$ cat config.mk
export PLATFORM = sky130hd
export DESIGN_NAME = dmem_access_ctrl
export DESIGN_NICKNAME = d
export VERILOG_FILES = /design/src/rtl/dmem_access_ctrl.sv
export SDC_FILE = /design/constraint.sdc
export NUM_CORES = 1
export LEC_CHECK = 0
export BUFFER_PORTS_ARGS = -buffer_cell sky130_fd_sc_hd__buf_2
export CAP_MARGIN = 10
export CELL_PAD_IN_SITES_DETAIL_PLACEMENT = 0
export CELL_PAD_IN_SITES_GLOBAL_PLACEMENT = 1
export CORE_AREA = 2 2 120 122
export DETAILED_ROUTE_END_ITERATION = 8
export DIE_AREA = 0 0 122 124
export GPL_ROUTABILITY_DRIVEN = 1
export GPL_TIMING_DRIVEN = 1
export PLACE_DENSITY_LB_ADDON = 0.1
export SYNTH_ARGS = -nofsm -noshare
export SYNTH_HDL_FRONTEND = slang
export SYNTH_SLANG_ARGS = --single-unit
export TNS_END_PERCENT = 5
$ cat constraint.sdc
create_clock -name clk -period 2.9 [get_ports clk]
set_clock_uncertainty 0.05 [all_clocks]
set_input_delay 0.435 -clock clk [delete_from_list [all_inputs] [get_ports clk]]
set_output_delay 0.435 -clock clk [all_outputs]
set_load 0.02 [all_outputs]
$ cat src/rtl/dmem_access_ctrl.sv
// Data-memory access sequencer shared by the MEM-stage CPU port and a DMA/debug port.
// Optional DMEM_ARB_RR_EN selects round-robin arbitration (default: CPU fixed priority).
module dmem_access_ctrl #(
  parameter int AW          = 7,
  parameter int DW          = 32,
  parameter int WAIT_STATES = 0
) (
  input  logic          clk,
  input  logic          reset,
  input  logic          cpu_read,
  input  logic          cpu_write,
  input  logic [AW-1:0] cpu_addr,
  input  logic [DW-1:0] cpu_wdata,
  output logic [DW-1:0] cpu_rdata,
  output logic          cpu_stall,
  input  logic          dma_req,
  input  logic          dma_we,
  input  logic [AW-1:0] dma_addr,
  input  logic [DW-1:0] dma_wdata,
  output logic [DW-1:0] dma_rdata,
  output logic          dma_done,
  output logic          mem_en,
  output logic          mem_we,
  output logic [AW-1:0] mem_addr,
  output logic [DW-1:0] mem_wdata,
  input  logic [DW-1:0] mem_rdata
);

  typedef enum logic [1:0] {IDLE, ACCESS, RESP} state_t;
  typedef enum logic {OWN_CPU = 1'b0, OWN_DMA = 1'b1} owner_t;

  state_t        state_q, state_d;
  owner_t        owner_q;
  logic          acc_we_q;
  logic [3:0]    cnt_q;
  logic [DW-1:0] cpu_rdata_q, dma_rdata_q;

  logic          cpu_req;
  logic          grant_dma;
  logic          sel_we;
  logic [AW-1:0] sel_addr;
  logic [DW-1:0] sel_wdata;
  logic          resp_cpu, resp_dma;

  assign cpu_req = cpu_read | cpu_write;

`ifdef DMEM_ARB_RR_EN
  owner_t last_grant_q;
  // On a tie the port that did not win last time takes the memory.
  assign grant_dma = dma_req & (!cpu_req | (last_grant_q == OWN_CPU));
`else
  assign grant_dma = dma_req & !cpu_req;
`endif

  // A simultaneous load and store from the pipeline is treated as a load.
  assign sel_we    = grant_dma ? dma_we    : (cpu_write & !cpu_read);
  assign sel_addr  = grant_dma ? dma_addr  : cpu_addr;
  assign sel_wdata = grant_dma ? dma_wdata : cpu_wdata;

  assign resp_cpu = (state_q == RESP) && (owner_q == OWN_CPU);
  assign resp_dma = (state_q == RESP) && (owner_q == OWN_DMA);

  assign cpu_stall = cpu_req & !resp_cpu;

  // Read data is forwarded straight from memory during RESP so the requester
  // sees it in that cycle; the holding registers keep it afterwards.
  assign cpu_rdata = (resp_cpu && !acc_we_q) ? mem_rdata : cpu_rdata_q;
  assign dma_rdata = (resp_dma && !acc_we_q) ? mem_rdata : dma_rdata_q;

  // NOTE: every variable driven in always_comb gets a default first so no latch is inferred.
  always_comb begin
    state_d = state_q;
    unique case (state_q)
      IDLE:    if (cpu_req || dma_req) state_d = ACCESS;
      ACCESS:  if (cnt_q == '0)        state_d = RESP;
      RESP:    state_d = IDLE;
      default: state_d = IDLE;
    endcase
  end

  // NOTE: sequential state uses non-blocking assignments so all registers update together at the edge.
  always_ff @(posedge clk or negedge reset) begin
    if (!reset) begin
      state_q     <= IDLE;
      owner_q     <= OWN_CPU;
      acc_we_q    <= 1'b0;
      cnt_q       <= '0;
      mem_en      <= 1'b0;
      mem_we      <= 1'b0;
      mem_addr    <= '0;
      mem_wdata   <= '0;
      dma_done    <= 1'b0;
      cpu_rdata_q <= '0;
      dma_rdata_q <= '0;
`ifdef DMEM_ARB_RR_EN
      last_grant_q <= OWN_DMA;
`endif
    end else begin
      state_q  <= state_d;
      dma_done <= 1'b0;
      unique case (state_q)
        IDLE: begin
          if (cpu_req || dma_req) begin
            owner_q   <= grant_dma ? OWN_DMA : OWN_CPU;
            acc_we_q  <= sel_we;
            mem_en    <= 1'b1;
            mem_we    <= sel_we;
            mem_addr  <= sel_addr;
            mem_wdata <= sel_wdata;
            cnt_q     <= WAIT_STATES[3:0];
`ifdef DMEM_ARB_RR_EN
            last_grant_q <= grant_dma ? OWN_DMA : OWN_CPU;
`endif
          end
        end
        ACCESS: begin
          if (cnt_q != '0) begin
            cnt_q <= cnt_q - 4'd1;
          end else begin
            mem_en   <= 1'b0;
            mem_we   <= 1'b0;
            // Registered so the pulse lines up with the RESP cycle.
            dma_done <= (owner_q == OWN_DMA);
          end
        end
        RESP: begin
          if (!acc_we_q) begin
            if (owner_q == OWN_CPU) cpu_rdata_q <= mem_rdata;
            else                    dma_rdata_q <= mem_rdata;
          end
        end
        default: ;
      endcase
    end
  end

endmodule

==> metrics.txt <==
setup_tns=0 ps; Placement Rows=43; Num CTS Buffers=17; EDFF count, synth=0; total gr overflow=0; final period utilization=0.936; crit-path cells=nand2b_4, nor3b_2, buf_6, mux2_2, buf_2; LEAKAGE=3.44 nW; initial antenna violation count=0; top cells by area, synth=dfrtp_1, mux2_2, a2bb2oi_1, o22ai_1, buf_6; core box area=13700 sq um; clock tree buffer depth=2; slowest stage cell, crit path=dfrtp_1; Critical R2R Launch=state_q[0]; routed len/inst=15.9 um; slowest stage delay, CP=470 ps; Cell Area, Synth=5410 sq um; vias per cell=5.05; routability cong.=0.799; Synth area leader=dfrtp_1; drt first pass iters=4; first-pass GRT wire length=20.4 mm; CP max FO=27; synth warn=0; final hold violation count=0; FF+latch count, synth=114; Pwr Density=1240 nW/um^2; CTS HTree Levels=4; fin crit period=2710 ps; clock sinks=114; top cell type's share of synthesized area=0.528; Worst Tran Pin Value=880 ps; reg-to-reg slack, setup=920 ps; Total Wirelength=12.8 mm; Layout area overhead=34.9%; library cells used by synthesis=34; initial DRC count=123; Chip Width=122 um; root buffer cell=clkbuf_16; commonest non-fill, non-tap cell in the layout=buf_2; hold_buf cts=0; status=finished clean; top layer in use=met4; worst skew pair latency=400 ps; Net Count, Synth=512; DR vias=4081; Post-Layout Cell Count=808; Post-CTS Setup Inserts=0; number of global-route vias before repair=4111; kind of critical path=reg2out; placed cell areas=6640 sq um; register area share after synthesis=0.528; # diodes=0; Worst Hold Slack=74.8 ps; GRT Total Usage=0.176; top_reg_cell synth=dfrtp_1; # IOs=223; Die ar.=15100 sq um; nets=733; worst r2r path cells=5; critical path endpoint category=output pin; r2r endpoint=dma_rdata_q[19]; placed cell count=775; final setup fails=0; pins over their slew limit=0; min-delay worst type=in2async; Clock Pin Slew Worst Setup and Hold Paths=50 ps; Port Buffer Count=222; Design Power=9.07 mW; routed wl met2=6.36 mm; DP Wirelength=9.28 mm; Max-slew headroom=0.413; routed wl met3=846 um; max-cap check violation count=0; Syn Inst Count=394; CTS tree=done; Place WS=531 ps; layout cell share with drive strength beyond 1=0.629; share of flip-flops with an asynchronous set or reset=1.00; syn avg cell area=13.7 sq um; CP Launch Type=flip-flop; Residual DRC=0; Critical Path RT=2410 ps; largest net degree at the start of global routing=68; Antenna Nets Post-Route=0; maximum clock rate=369 MHz; Final Util=0.532; Initial Util=0.394; commonest cells after routing, fill and taps aside=buf_2, mux2_2, dfrtp_1; RSZ-0062 raised after global routing=no; VDD IR-drop max=473 uV; DIE HEIGHT=124 um; DRT met1 WL=5.43 mm; Final WS setup=187 ps; post-route design area=7290 sq um; Worst Path Arrival=2230 ps; CTS resizes=0
[report_power, final]
part / switching, mW / leakage (nW) / internal [mW] / total, mW
Clock: 0.690 / 0.315 / 1.46 / 2.15
Combinational: 2.25 / 1.79 / 1.91 / 4.16
Sequential: 0.403 / 1.34 / 2.36 / 2.76
[kinds of logic after synthesis]
group,count (synthesis),synth area share
muxes,128,0.267
DFF,114,0.528
AOI/OAI and AO/OA,91,0.126
buffers and inverters,33,0.0430
and+or+nand+nor,26,0.0322
adders and majority gates,2,0.00463
[cell usage after synthesis (2+ instances only)]
| cell | number |
|---|---|
| mux2_2 | 124 |
| dfrtp_1 | 114 |
| a2bb2oi_1 | 39 |
| o22ai_1 | 39 |
| buf_6 | 13 |
| clkbuf_1 | 10 |
| buf_2 | 6 |
| nor2_1 | 6 |
| mux2_1 | 4 |
| a211o_1 | 3 |
| a21o_1 | 3 |
| a21oi_1 | 3 |
| inv_1 | 3 |
| and2_1 | 2 |
| and3_1 | 2 |
| ha_1 | 2 |
| nor3_1 | 2 |
| nor3b_1 | 2 |
| nor4_1 | 2 |
[worst max-delay path by stage]
stage / from / end / slack, ps
6_report: state_q[0] / dma_rdata[3] / 190
5_1_grt: state_q[0] / dma_rdata[3] / 40
4_1_cts: state_q[0] / dma_rdata[3] / 80
3_5_place_dp: state_q[0] / dma_rdata[3] / 530
3_3_place_gp: state_q[0] / dma_rdata[9] / 570
2_1_floorplan: state_q[0] / cpu_rdata[21] / 810
[state kept, by name (all words and copies together) (netlist names)]
| register | count |
|---|---|
| state_q | 2 |
| cpu_rdata_q | 32 |
| mem_addr | 7 |
| owner_q | 1 |
| mem_we | 1 |
| mem_en | 1 |
| dma_done | 1 |
| cnt_q | 4 |
| acc_we_q | 1 |
| dma_rdata_q | 32 |
| mem_wdata | 32 |
[final cells by class]
class / count / area, sq um
fillers: 1237 / 6430
inverters: 3 / 11.3
clock inverters: 10 / 129
flip-flops and latches: 114 / 2850
well taps: 180 / 225
repair buffers: 232 / 1250
multi-input cells: 247 / 2330
clock buffers: 22 / 494
[critical path, delay by kind of cell (launching register included)]
family | cells | cell delay (ps)
simple gates | 2 | 520
buf+inv | 2 | 460
flops | 1 | 470
mux | 1 | 370
[metal layers]
layer,GRT usage,vias to the layer above
met4,0.0690,0
met5,0,-
met3,0.0577,16
li1,-,1953
met2,0.289,134
met1,0.215,1978
Note: power is estimated with default switching activity, not from simulation.
